$ cat config.mk
export PLATFORM = sky130hd
export DESIGN_NAME = axis_broadcaster_pkt
export DESIGN_NICKNAME = d
export VERILOG_FILES = /design/src/rtl/axis_bcast_pkg.sv /design/src/rtl/axis_pkt_fifo.sv /design/src/rtl/axis_broadcaster_pkt.sv
export SDC_FILE = /design/constraint.sdc
export NUM_CORES = 1
export LEC_CHECK = 0
export CORE_UTILIZATION = 53
export CTS_CLUSTER_SIZE = 40
export DETAILED_ROUTE_END_ITERATION = 10
export PLACE_DENSITY = 0.73
export SKIP_CTS_REPAIR_TIMING = 1
export SYNTH_ARGS = -nofsm -noshare
export SYNTH_HDL_FRONTEND = slang
export SYNTH_HIERARCHICAL = 1
export SYNTH_SLANG_ARGS = --single-unit
$ cat constraint.sdc
create_clock -name clk -period 6 [get_ports clk]
set_clock_uncertainty 0.2 [all_clocks]
set_input_delay 0.9 -clock clk [delete_from_list [all_inputs] [get_ports clk]]
set_output_delay 0.9 -clock clk [all_outputs]
set_load 0.005 [all_outputs]
$ cat src/rtl/axis_bcast_pkg.sv
// Shared constants and helpers for the packet-aware AXI4-Stream broadcaster.
package axis_bcast_pkg;

  localparam int MODE_LOSSLESS = 0;
  localparam int MODE_DROP     = 1;

  // Pointer width: one extra bit beyond the index so full and empty can be told apart.
  function automatic int ptr_w(input int depth);
    return $clog2(depth) + 1;
  endfunction

  // Increment that sticks at the all-ones value of a width-bit counter.
  function automatic logic [63:0] sat_inc(input logic [63:0] value, input int width);
    logic [63:0] max_v;
    max_v = (width >= 64) ? {64{1'b1}} : ((64'd1 << width) - 64'd1);
    return (value >= max_v) ? max_v : value + 64'd1;
  endfunction

endpackage

$ cat src/rtl/axis_pkt_fifo.sv
// Per-output FIFO with commit pointer. In drop mode a partial packet only becomes
// visible on its tlast write and is rolled back as a whole when the FIFO overflows.
module axis_pkt_fifo
  import axis_bcast_pkg::*;
#(
  parameter int DEPTH      = 8,
  parameter int DATA_WIDTH = 32,
  parameter int DROP_MODE  = 0,
  parameter int CNT_WIDTH  = 16
) (
  input  logic                  clk,
  input  logic                  reset,
  input  logic                  wr_en,
  input  logic                  wr_last,
  input  logic [DATA_WIDTH-1:0] wr_data,
  output logic                  full,
  output logic [DATA_WIDTH-1:0] m_axis_tdata,
  output logic                  m_axis_tvalid,
  output logic                  m_axis_tlast,
  input  logic                  m_axis_tready,
  output logic [CNT_WIDTH-1:0]  drop_count
);

  localparam int PTR_W = ptr_w(DEPTH);
  localparam int AW    = PTR_W - 1;
  localparam logic [PTR_W-1:0] PTR_ONE   = PTR_W'(1);
  localparam logic [PTR_W-1:0] PTR_DEPTH = PTR_W'(DEPTH);

  logic [PTR_W-1:0]    wr_ptr, commit_ptr, rd_ptr;
  logic [PTR_W-1:0]    level;
  logic                dropping;
  logic                do_write;
  logic [DATA_WIDTH:0] mem [DEPTH];

  // Full comes from registered pointers only, so a same-cycle read never makes room.
  assign level         = wr_ptr - rd_ptr;
  assign full          = (level == PTR_DEPTH);
  assign m_axis_tvalid = (commit_ptr != rd_ptr);
  assign {m_axis_tlast, m_axis_tdata} = mem[rd_ptr[AW-1:0]];

  // A beat lands in storage only when there is room and the packet is not being discarded.
  always_comb begin
    do_write = wr_en && !full && !((DROP_MODE == MODE_DROP) && dropping);
  end

  // Storage array, written at the write pointer.
  always_ff @(posedge clk) begin
    if (do_write) mem[wr_ptr[AW-1:0]] <= {wr_last, wr_data};
  end

  // Pointer, drop-state and drop-counter update.
  always_ff @(posedge clk) begin
    if (reset) begin
      wr_ptr     <= '0;
      commit_ptr <= '0;
      rd_ptr     <= '0;
      dropping   <= 1'b0;
      drop_count <= '0;
    end else begin
      if (m_axis_tvalid && m_axis_tready) rd_ptr <= rd_ptr + PTR_ONE;
      if (DROP_MODE == MODE_DROP) begin
        if (wr_en) begin
          if (dropping) begin
            if (wr_last) dropping <= 1'b0;
          end else if (full) begin
            // Overflow: forget the partial packet; keep discarding until its tlast.
            wr_ptr     <= commit_ptr;
            drop_count <= CNT_WIDTH'(sat_inc(64'(drop_count), CNT_WIDTH));
            dropping   <= !wr_last;
          end else begin
            wr_ptr <= wr_ptr + PTR_ONE;
            if (wr_last) commit_ptr <= wr_ptr + PTR_ONE;
          end
        end
      end else if (do_write) begin
        wr_ptr     <= wr_ptr + PTR_ONE;
        commit_ptr <= wr_ptr + PTR_ONE;
      end
    end
  end

endmodule

$ cat src/rtl/axis_broadcaster_pkt.sv
// Fans one AXI4-Stream slave out to NUM_OUT buffered masters with a per-packet enable mask.
// Handshake: a beat moves on any interface exactly in a cycle where tvalid and tready are
// both high at the rising edge; tvalid never depends on tready, and a source holds its
// beat stable until it is taken.
module axis_broadcaster_pkt
  import axis_bcast_pkg::*;
#(
  parameter int NUM_OUT    = 2,
  parameter int DATA_WIDTH = 32,
  parameter int DEPTH      = 8,
  parameter int DROP_MODE  = 0,
  parameter int CNT_WIDTH  = 16
) (
  input  logic                            clk,
  input  logic                            reset,
  input  logic [DATA_WIDTH-1:0]           s_axis_tdata,
  input  logic                            s_axis_tvalid,
  input  logic                            s_axis_tlast,
  output logic                            s_axis_tready,
  input  logic [NUM_OUT-1:0]              out_en,
  output logic [NUM_OUT*DATA_WIDTH-1:0]   m_axis_tdata,
  output logic [NUM_OUT-1:0]              m_axis_tvalid,
  output logic [NUM_OUT-1:0]              m_axis_tlast,
  input  logic [NUM_OUT-1:0]              m_axis_tready,
  output logic [NUM_OUT*CNT_WIDTH-1:0]    drop_count
);

  logic               in_packet;
  logic [NUM_OUT-1:0] pkt_mask;
  logic [NUM_OUT-1:0] active;
  logic [NUM_OUT-1:0] full;
  logic [NUM_OUT-1:0] wr_en;
  logic               accept;

  // Active outputs for this beat, input ready, and per-output write strobes.
  always_comb begin
    active = in_packet ? pkt_mask : out_en;
    if (reset)                       s_axis_tready = 1'b0;
    else if (DROP_MODE == MODE_DROP) s_axis_tready = 1'b1;
    else                             s_axis_tready = &(~active | ~full);
    accept = s_axis_tvalid && s_axis_tready;
    wr_en  = {NUM_OUT{accept}} & active;
  end

  // Packet tracking: the mask is latched on the first beat and held until tlast.
  always_ff @(posedge clk) begin
    if (reset) begin
      in_packet <= 1'b0;
      pkt_mask  <= '0;
    end else if (accept) begin
      if (!in_packet) pkt_mask <= out_en;
      in_packet <= !s_axis_tlast;
    end
  end

  for (genvar i = 0; i < NUM_OUT; i++) begin : g_out
    axis_pkt_fifo #(
      .DEPTH      (DEPTH),
      .DATA_WIDTH (DATA_WIDTH),
      .DROP_MODE  (DROP_MODE),
      .CNT_WIDTH  (CNT_WIDTH)
    ) u_fifo (
      .clk           (clk),
      .reset         (reset),
      .wr_en         (wr_en[i]),
      .wr_last       (s_axis_tlast),
      .wr_data       (s_axis_tdata),
      .full          (full[i]),
      .m_axis_tdata  (m_axis_tdata[i*DATA_WIDTH +: DATA_WIDTH]),
      .m_axis_tvalid (m_axis_tvalid[i]),
      .m_axis_tlast  (m_axis_tlast[i]),
      .m_axis_tready (m_axis_tready[i]),
      .drop_count    (drop_count[i*CNT_WIDTH +: CNT_WIDTH])
    );
  end

endmodule
==> results of run 1 <==
==> worst paths after layout <==
| path | startpoint | to | slack [ns] | cells past startpoint |
|---|---|---|---|---|
| max | flip-flop | m_axis_tdata[55] | 1.61 | 4 |
| min | pkt_mask[1] | pkt_mask[1] | 0.28 | 2 |
| max reg2reg | g_out[1].u_fifo/wr_ptr[0] | g_out[1].u_fifo/mem[3][15] | 1.93 | 12 |
| min reg2reg | pkt_mask[1] | pkt_mask[1] | 0.28 | 2 |
==> critical path, cell delays in order (launching register included) <==
cell	delay, ns
dfxtp_4	1.00
buf_4	0.38
mux4_2	0.56
mux2_2	0.30
clkdlybuf4s50_1	0.45
==> metal layers <==
metal / wire (um) / vias to the layer above / share of wire, % / GRT usage [%]
li1: - / 4294 / - / -
met1: 17300 / 5127 / 43 / 28.7
met2: 19900 / 351 / 49 / 32.5
met3: 2150 / 65 / 5.3 / 2.81
met4: 1010 / 0 / 2.5 / 6.79
met5: 0 / - / 0 / 0
==> cell type report <==
| cell class | count | area, sq um |
|---|---|---|
| inverters | 14 | 52.6 |
| well taps | 525 | 657 |
| clock inverters | 33 | 278 |
| multi-input cells | 360 | 4920 |
| fillers | 2682 | 14900 |
| flip-flops and latches | 553 | 16400 |
| repair buffers | 138 | 1320 |
| clock buffers | 68 | 1450 |
==> cell families after synthesis <==
family	share of synthesized area (%)
XOR/XNOR	0.535
buffers and inverters	2.13
multiplexers	17.7
AND/OR/NAND/NOR	2.13
flip-flops	76.0
AO/OA/AOI/OAI	0.901
other	0.0349
adder cells (fa/ha/maj)	0.581
==> state kept, by name, summed over array words and instances (netlist names), named ones only <==
register,count
g_out.u_fifo/mem,528
g_out.u_fifo/rd_ptr,8
g_out.u_fifo/wr_ptr,8
pkt_mask,2
in_packet,1
==> metrics by stage <==
stage / worst slack [ns] / utilization (%)
finish: 1.61 / 62.7
global route: 1.37 / 62.7
CTS: 1.49 / 62.7
detailed placement: 1.80 / 58.4
global placement: 1.86 / 58.4
floorplan: -0.351 / -
==> power by group through the flow <==
stage | sequential, uW | clock, uW | combinational, uW
2_1_floorplan | 4340 | 0 | 343
3_3_place_gp | 4400 | 0 | 521
3_5_place_dp | 4400 | 0 | 529
4_1_cts | 4320 | 3330 | 534
5_1_grt | 4320 | 3480 | 567
6_report | 4310 | 3270 | 525
==> synth_stat cells, types with 2 or more instances <==
master and count:
buf_2 13, nor4_1 15, buf_1 8, xnor3_1 2, nand3b_1 2, conb_1 2, dfxtp_1 25, buf_4 32
mux2_2 70, nand2_1 3, xnor2_1 2, nand3_1 6, xor2_1 6, and3_1 4, mux4_2 132, o31ai_1 4
clkbuf_1 19, nand2b_1 4, inv_1 14, nor2_1 19, ha_1 10, a21oi_1 9, nand4_1 3, o21ai_0 4
o211ai_1 7, o211a_1 2, mux2i_1 2, or4_1 2, nor2b_1 4, edfxtp_1 528
==> results_dict.tcl, run 1 <==
set metrics [dict create \
    outcome "finished, final reports clean" \
    period_share_pct 73.1 \
    dpl_cell_area_sq_um 23300 \
    grt_overflow_total 0 \
    yosys_warnings 6 \
    area_growth_pct 16.3 \
    max-cap-violations 0 \
    tightest_slew_ns 1.10 \
    final-hold-violation-count 0 \
    antenna_cells 0 \
    root_buffer "clkbuf_16" \
    p_seq_share_pct 53.2 \
    antenna_found_initial 0 \
    routed_wl_um 40300 \
    io_buffers 108 \
    tritoncts "built" \
    io_pins 141 \
    path_clk_slew_ns 0.06 \
    final_nets 1171 \
    sw_frac_of_total_pct 20.5 \
    drc_errors 0 \
    seq_area_frac_synth_pct 76.0 \
    whs_ns 0.285 \
    cts_buffers 54 \
    avgSynthCellArea_sq_um 22.2 \
    die_w_um 204 \
    ir_drop_uv 219 \
    drive_gt1_share_pct 28.8 \
    clock_sinks 553 \
    cts_max_level 2 \
    setup_viol 0 \
    ys_async_sr_fraction_pct 0 \
    grt_pass1_wl_um 61700 \
    crit_fanout 48 \
    ys_ff_latch 553 \
    worstSetupPathType "reg -> out" \
    synth-main-ff-cell "edfxtp_1" \
    power-per-cell-area_nw_per_um2 324 \
    drt_first_pass_iters 7 \
    power.total_uw 8100 \
    internal-power_uw 6450 \
    die_area_sq_um 41400 \
    vias 9837 \
    synth.distinct_cells 46 \
    track_usage_pct 20.2 \
    grt_pass1_vias 10300 \
    wire_per_inst_um 23.8 \
    power.leakage_uw 0.00782 \
    comb_power_share_pct 6.5 \
    crit_required_ns 4.90 \
    grt_start_max_net_pins 56 \
    yosys-top-cells-area "edfxtp_1 74%, mux4_2 14%, mux2_2 3.7%" \
    syn_area_sq_um 21500 \
    worst_skew_pair.late_latency_ns 0.58 \
    final_common_cell "edfxtp_1" \
    p_clk_share_pct 40.3 \
    max_freq_ghz 0.228 \
    synth_top_area_share_pct 73.7 \
    clockBufferDepth 3 \
    cp-start-kind "flip-flop" \
    start_util_pct 53.9 \
    dieHeight_um 204 \
    hold_path.class "reg -> reg" \
    syn_inst 969 \
    yosys.area.top_type "edfxtp_1" \
    final_cell_mix "528 x edfxtp_1, 132 x mux4_2, 108 x clkdlybuf4s50_1" \
    max_slew_margin_pct 26.8 \
    setup-tns-final_ns 0 \
    dpl.hpwl_um 23400 \
    postRouteAntennaNets 0 \
    finalMaxSlewViolations 0 \
    stdcell_count 1691 \
    place_congestion 0.728 \
    cp-end-kind "output port" \
    rows 73 \
    postLayoutCellArea_sq_um 25000 \
    vias_per_cell 5.82 \
    coreArea_sq_um 39900 \
    rsz0062_at_grt "false" \
    switchingPower_uw 1660 \
    synth_edf_count 528 \
    fin_crit_ns 4.39 \
    dpl.cell_count 1590 \
    arrival_ns 3.29 \
    first_iter_violations 766 \
]
No activity file was read; power rests on OpenSTA's default activity.
==> run 2, diff against run 1 <==
==> constraint.sdc (replaced) <==
create_clock -name clk -period 3.66 [get_ports clk]
set_clock_uncertainty 0.2 [all_clocks]
set_input_delay 0.549 -clock clk [delete_from_list [all_inputs] [get_ports clk]]
set_output_delay 0.549 -clock clk [all_outputs]
set_load 0.005 [all_outputs]
==> results_dict.tcl, run 2 (synthesis gave the netlist of run 1 again) <==
set metrics [dict create \
    largest_register_ffs 528 \
    first_iter_violations 688 \
    fin_util_pct 63.8 \
    dr.max_layer_used "met4" \
    outcome "finished, final reports clean" \
    crit_fanout 6 \
    vias_per_cell 5.73 \
    ir_drop_uv 362 \
    clockBufferDepth 3 \
    cts_max_level 2 \
    p_clk_share_pct 40.0 \
    die_area_sq_um 41400 \
    dieHeight_um 204 \
    drt_first_pass_iters 5 \
    grt_overflow_total 0 \
    cp-start-kind "flip-flop" \
    io_pins 141 \
    cts_buffers 54 \
    hold_path.class "reg -> reg" \
    nFillCells 2632 \
    area_growth_pct 18.4 \
    rows 73 \
    dr_wl_met3_um 2030 \
    power.total_uw 13300 \
    tightest_slew_ns 0.615 \
    grt_start_max_net_pins 67 \
    fin_crit_ns 3.51 \
    period_share_pct 96.0 \
    routed_wl_um 40100 \
    finalMaxSlewViolations 0 \
    die_w_um 204 \
    track_usage_pct 20.1 \
    fin_ws_ns 0.145 \
    tritoncts "built" \
    final_nets 1187 \
    comb_power_share_pct 7.3 \
    antenna_found_initial 0 \
    route.met2.wl_um 20100 \
    root_buffer "clkbuf_16" \
    final_cell_mix "528 x edfxtp_1, 132 x mux4_2, 108 x clkdlybuf4s50_1" \
    multi_input_area_sq_um 5080 \
    cp-end-kind "output port" \
    antenna_cells 0 \
    power-per-cell-area_nw_per_um2 522 \
    grt_pass1_wl_um 61100 \
    dp_slack_ns 0.109 \
    worst_skew_pair.late_latency_ns 0.58 \
    internal-power_uw 10600 \
    stdcell_count 1707 \
    switchingPower_uw 2720 \
    io_buffers 108 \
    postRouteAntennaNets 0 \
    start_util_pct 53.9 \
    dpl.cell_count 1606 \
    setup-tns-final_ns 0 \
    crit_required_ns 2.91 \
    sw_frac_of_total_pct 20.5 \
    final-hold-violation-count 0 \
    met1_length_um 17400 \
    dpl.hpwl_um 24300 \
    path_clk_slew_ns 0.06 \
    max-cap-violations 0 \
    drc_errors 0 \
    rsz0062_at_grt "false" \
    max_freq_ghz 0.285 \
    power.leakage_uw 0.00794 \
    worstSetupPathType "reg -> out" \
    drive_gt1_share_pct 30.8 \
    vias 9774 \
    wire_per_inst_um 23.5 \
    grt_pass1_vias 10200 \
    p_seq_share_pct 52.6 \
    clock_sinks 553 \
    final_common_cell "edfxtp_1" \
    setup_viol 0 \
    coreArea_sq_um 39900 \
    place_congestion 0.758 \
    arrival_ns 2.77 \
    seqCellArea_sq_um 16400 \
    max_slew_margin_pct 58.9 \
]
-- run 2: critical path, stage by stage (launching register included) --
cell and delay [ns]:
dfxtp_1 0.37, inv_1 0.06, ha_1 0.33, nor2b_1 0.18, o211ai_1 0.16, a21oi_1 0.11
buf_4 0.14, a221oi_1 0.28, clkdlybuf4s50_1 0.56
-- run 2: area by class of cell --
cell class / instances / share of cell area [%]
flip-flops and latches: 553 / 64.3
clock buffers: 69 / 5.65
repair buffers: 154 / 6.24
well taps: 525 / 2.58
clock inverters: 32 / 1.06
multi-input cells: 360 / 19.9
inverters: 14 / 0.236
-- run 2: final timing paths --
kind,from,endpoint,slack [ns],depth (start not counted)
setup / recovery,g_out[0].u_fifo/rd_ptr[1],s_axis_tready,0.15,8
setup reg to reg,g_out[1].u_fifo/rd_ptr[1],g_out[1].u_fifo/mem[2][20],0.16,12
hold / removal,pkt_mask[1],pkt_mask[1],0.28,2
hold reg to reg,pkt_mask[1],pkt_mask[1],0.28,2
-- run 2: power groups by stage --
stage | registers, uW | clock network, uW | logic [uW]
2_1_floorplan | 7120 | 0 | 582
3_3_place_gp | 7130 | 0 | 979
3_5_place_dp | 7130 | 0 | 990
4_1_cts | 6990 | 5430 | 996
5_1_grt | 7000 | 5660 | 1060
6_report | 6990 | 5320 | 973
-- run 2: metal layers --
layer | track usage [%] | vias to the layer above
met1 | 28.2 | 5137
met3 | 3.48 | 52
met4 | 5.61 | 0
met5 | 0 | -
met2 | 32.8 | 262
li1 | - | 4323
-- run 2: stage by stage --
step	instance area, sq um	hold slack, ns
after floorplan	21900	0.244
after global placement	23800	0.262
after detailed placement	23800	0.269
after CTS	25500	0.279
after global routing	25500	0.315
final	25500	0.275
==> RTL edit 1 (config.mk and constraints of run 1) <==
`DEPTH` is set to 8 in 2 places; all go to 16.
--- a/src/rtl/axis_pkt_fifo.sv
+++ b/src/rtl/axis_pkt_fifo.sv
@@ -3,7 +3,7 @@
 module axis_pkt_fifo
   import axis_bcast_pkg::*;
 #(
-  parameter int DEPTH      = 8,
+  parameter int DEPTH      = 16,
   parameter int DATA_WIDTH = 32,
   parameter int DROP_MODE  = 0,
   parameter int CNT_WIDTH  = 16
--- a/src/rtl/axis_broadcaster_pkt.sv
+++ b/src/rtl/axis_broadcaster_pkt.sv
@@ -7,7 +7,7 @@
 #(
   parameter int NUM_OUT    = 2,
   parameter int DATA_WIDTH = 32,
-  parameter int DEPTH      = 8,
+  parameter int DEPTH      = 16,
   parameter int DROP_MODE  = 0,
   parameter int CNT_WIDTH  = 16
 ) (
Function: not settled (the Yosys comparison gave no result); the edit may change what the design does.
==> RTL edit 1 against run 1 <==
Worst setup slack got worse by 290 ps. First-iteration DRC count rose to 2.5 times the old value. Wire length increased by 110%. Final area rose by 88%. Power increased by 98%. Sequential cell count up 534. Synthesized area is 94% higher. Global-route usage increased by 1.5 points. Final cell count is 77% higher. Largest cell class unchanged. Highest routed layer unchanged.
==> RTL edit 1: results (changes against run 1) <==
status completed (unchanged); CP top delay family multiplexers (was flip-flops); slowest library cell on the worst path dfxtp_4 (unchanged); met2 wire length 43060 um (was 19880 um); R2R setup slack 1540 ps (was 1930 ps); Synth Area in XOR/XNOR 0.2872% (was 0.5349%); initial DRC count 1943 (was 766); WL met3 6306 um (was 2146 um); CP Capture Point m_axis_tdata[62] (was m_axis_tdata[55]); Worst-Margin Slew 1357 ps (was 1099 ps); Final HPWL DP 45180 um (was 23430 um); Post-Synth Adder-Cell Area 0.5385% (was 0.5814%); peak supply drop 0.0002190 V (was 0.0002191 V); gpl congestion 0.7680 (was 0.7284); register area share after synthesis 77.30% (was 76.00%); Leak 0.01426 uW (was 0.007823 uW); worst-path fanout max 81 (was 48); Synth area leaders edfxtp_1, mux4_2, dfxtp_1, buf_4, ha_1 (was edfxtp_1, mux4_2, mux2_2, dfxtp_1, buf_4); pin count of the biggest net entering global routing 84 (was 56); Final #Nets 1927 (was 1171); Synth Area in Compound Gates 0.5414% (was 0.9011%); CTS Buf Count 102 (was 54); switching power total 3386 uW (was 1657 uW); R2R cell count 11 (was 12); Worst EP arrival 3580 ps (was 3290 ps); Via density 6.175 (was 5.817); worst skew pair latency 640 ps (was 580 ps); crit-path max cell delay 850 ps (was 1000 ps); max FFs per register 1056 (was 528); vias in the first global route 19240 (was 10260); Post-synth EDFFs 1056 (was 528); end of the worst register-to-register path g_out[1].u_fifo/mem[12][15]$_DFFE_PP_ (was g_out[1].u_fifo/mem[3][15]$_DFFE_PP_); multiplexer area fraction after synthesis 17.99% (was 17.69%); Top Layer Used met4 (unchanged); All-Layer GR Usage 21.67% (was 20.17%); final WL 85760 um (was 40310 um); Distinct cells, synth 49 (was 46)
RTL edit 1: cell count changes after synthesis, sizes merged, moves of 6 or more:
cell	delta
and3	+24
buf	+27
clkbuf	+15
dfxtp	+6
edfxtp	+528
ha	+8
mux2	-66
mux4	+198
nor2	+7
nor2b	+6
nor4	-15
xnor2	+8
RTL edit 1: final cells by class:
cell class                 instances  area (um^2)
clock inverter                    62        516.7
fill                            5077        30600
antenna                            1        2.502
tap                             1040         1301
clock buffer                     120         2671
inverter                          12        45.04
multi-input combinational        537         8920
sequential                      1087        32350
timing repair buffer             129         1314
RTL edit 1: power by group through the flow:
stage	sequential, uW	clock, uW	combinational, uW
floorplan	8550	0	985
global placement	8610	0	1390
detailed placement	8620	0	1420
CTS	8460	6270	1430
global route	8460	6550	1500
finish	8450	6190	1400
RTL edit 1: metrics by stage:
step	setup WS, ps	total power [uW]	cell area, um^2	instances	hold slack, ps
3_5_place_dp	1539	10040	43930	2805	268.3
6_report	1321	16050	47120	2988	280.8
4_1_cts	1238	16160	47120	2987	278.6
3_3_place_gp	1647	10010	43930	2805	260.2
5_1_grt	1161	16510	47120	2987	325.0
2_1_floorplan	21.87	9532	41940	1750	244.0
RTL edit 1: metal layers:
layer  vias to the layer above  track usage [%]
met5                         -                0
met4                         0            5.543
met3                       113            3.583
met2                       838            35.25
met1                      9893            30.95
li1                       7608                -
RTL edit 1: worst min path at each step:
stage                               endpoint  slack, ps  depth (start not counted)
floorplan           pkt_mask[1]$_SDFFE_PP0P_        240                          2
global placement    pkt_mask[1]$_SDFFE_PP0P_        260                          2
detailed placement  pkt_mask[1]$_SDFFE_PP0P_        270                          2
CTS                 pkt_mask[1]$_SDFFE_PP0P_        280                          2
global route        pkt_mask[1]$_SDFFE_PP0P_        330                          2
finish              pkt_mask[1]$_SDFFE_PP0P_        280                          2
RTL edit 1: kinds of logic after synthesis:
kind of cell / after synthesis
compound gates: 30
xor+xnor: 12
fa+ha+maj: 18
buf+inv: 126
flops: 1087
mux: 338
other cells: 2
simple gates: 107
RTL edit 1: worst reg2reg max path, cell delays in order (launching register included):
cell,delay [ps]
dfxtp_1,410
inv_1,140
ha_1,270
nor2b_2,190
xnor2_2,150
and4bb_1,210
o22a_4,240
a221o_1,390
and2b_2,250
inv_1,70
nor2_2,450
and3_2,1070
==> RTL edit 2 (flow settings as in run 1) <==
Without the edit above. Put a register stage on the output `drop_count`, with the module's reset. The value now appears one clock later. The other outputs are not delayed to match.
--- a/src/rtl/axis_broadcaster_pkt.sv
+++ b/src/rtl/axis_broadcaster_pkt.sv
@@ -24,6 +24,8 @@
   input  logic [NUM_OUT-1:0]              m_axis_tready,
   output logic [NUM_OUT*CNT_WIDTH-1:0]    drop_count
 );
+
+  logic [NUM_OUT*CNT_WIDTH-1:0] drop_count_d;
 
   logic               in_packet;
   logic [NUM_OUT-1:0] pkt_mask;
@@ -70,8 +72,16 @@
       .m_axis_tvalid (m_axis_tvalid[i]),
       .m_axis_tlast  (m_axis_tlast[i]),
       .m_axis_tready (m_axis_tready[i]),
-      .drop_count    (drop_count[i*CNT_WIDTH +: CNT_WIDTH])
+      .drop_count    (drop_count_d[i*CNT_WIDTH +: CNT_WIDTH])
     );
   end
 
+  always_ff @(posedge clk) begin
+    if (reset) begin
+      drop_count <= '0;
+    end else begin
+      drop_count <= drop_count_d;
+    end
+  end
+
 endmodule
Function: no difference found for any inputs over 4 cycles, from zero or initial values and one cycle with reset high; that may be too few to reach the edited logic, so the function may still have changed.
==> RTL edit 2 against run 1 <==
Synthesized area is 4.0% higher. Sequential cell count is 32 higher. Wire length is 5.0% higher. Utilization is 0.84 points higher. Die area is 3.9% higher. Worst setup slack worse by 3.7 ps. Final area is 4.6% higher. Global-route usage is 0.19 points lower. Power is 3.7% higher. Critical path type unchanged. Largest power group unchanged.
==> RTL edit 2: results (changes against run 1) <==
Post-Synth Adder-Cell Area 0.5592% (was 0.5814%); DRT met1 WL 17830 um (was 17280 um); multiplexer area fraction after synthesis 17.02% (was 17.69%); Top Layer Used met5 (was met4); multi-input combinational area share 19.54% (was 19.64%); pin count of the biggest net entering global routing 59 (was 56); top cells by count, synth edfxtp_1, mux4_2, mux2_2 (unchanged); flip-flop and latch count 585 (was 553); worst-path fanout max 37 (was 48); M1 GR Usage 27.02% (was 28.73%); WL met3 2339 um (was 2146 um); final WL 42340 um (was 40310 um); status completed (unchanged); Port Buffers 140 (was 108); area occupied by registers 17010 um^2 (was 16370 um^2); Synth Area in Compound Gates 0.8668% (was 0.9011%); vias in the first global route 10810 (was 10260); Worst-Margin Slew 1057 ps (was 1099 ps); Seq/total area 64.95% (was 65.38%); Yosys top cell area share 70.86% (was 73.67%); Fillers 2756 (was 2682); gpl congestion 0.7335 (was 0.7284); Leak 0.008268 uW (was 0.007823 uW); initial antenna violation count 1 (was 0); vias 10260 (was 9837); Synth Area in XOR/XNOR 0.5145% (was 0.5349%); PnR worst setup slack 1611 ps (was 1614 ps); CTS Buf Count 56 (was 54); pre-CTS setup slack 1776 ps (was 1802 ps); Mapped Cells 1036 (was 969); total iterations of the first detailed-routing run 5 (was 7); met2 Usage GRT 33.41% (was 32.46%); hold slack final 294.0 ps (was 284.9 ps); R2R setup slack 1900 ps (was 1930 ps); Final HPWL DP 24680 um (was 23430 um); DP Area 24480 um^2 (was 23310 um^2); non-clock buffer count in the final layout 170 (was 138); end of the worst register-to-register path g_out[1].u_fifo/mem[4][18]$_DFFE_PP_ (was g_out[1].u_fifo/mem[3][15]$_DFFE_PP_); peak supply drop 0.0002366 V (was 0.0002191 V); global-route wire length before repair 64410 um (was 61740 um); Final #Nets 1269 (was 1171)
## RTL edit 2: power groups by stage
stage               Combinational [uW]  Sequential, uW  Clock [uW]
floorplan                          349            4580           0
global placement                   562            4620           0
detailed placement                 572            4620           0
CTS                                578            4540        3370
global route                       611            4540        3520
finish                             567            4530        3310
## RTL edit 2: worst max-delay path by stage
stage                                           startpoint                                   end  slack, ps
floorplan           g_out[1].u_fifo/wr_ptr[0]$_SDFFE_PP0P_   g_out[1].u_fifo/mem[1][0]$_DFFE_PP_       -350
global placement                                 out_en[0]  g_out[1].u_fifo/mem[4][17]$_DFFE_PP_       1870
detailed placement                               out_en[0]  g_out[1].u_fifo/mem[4][15]$_DFFE_PP_       1780
CTS                                               register                      m_axis_tdata[48]       1490
global route                                      register                      m_axis_tdata[39]       1360
finish                                            register                      m_axis_tdata[39]       1610
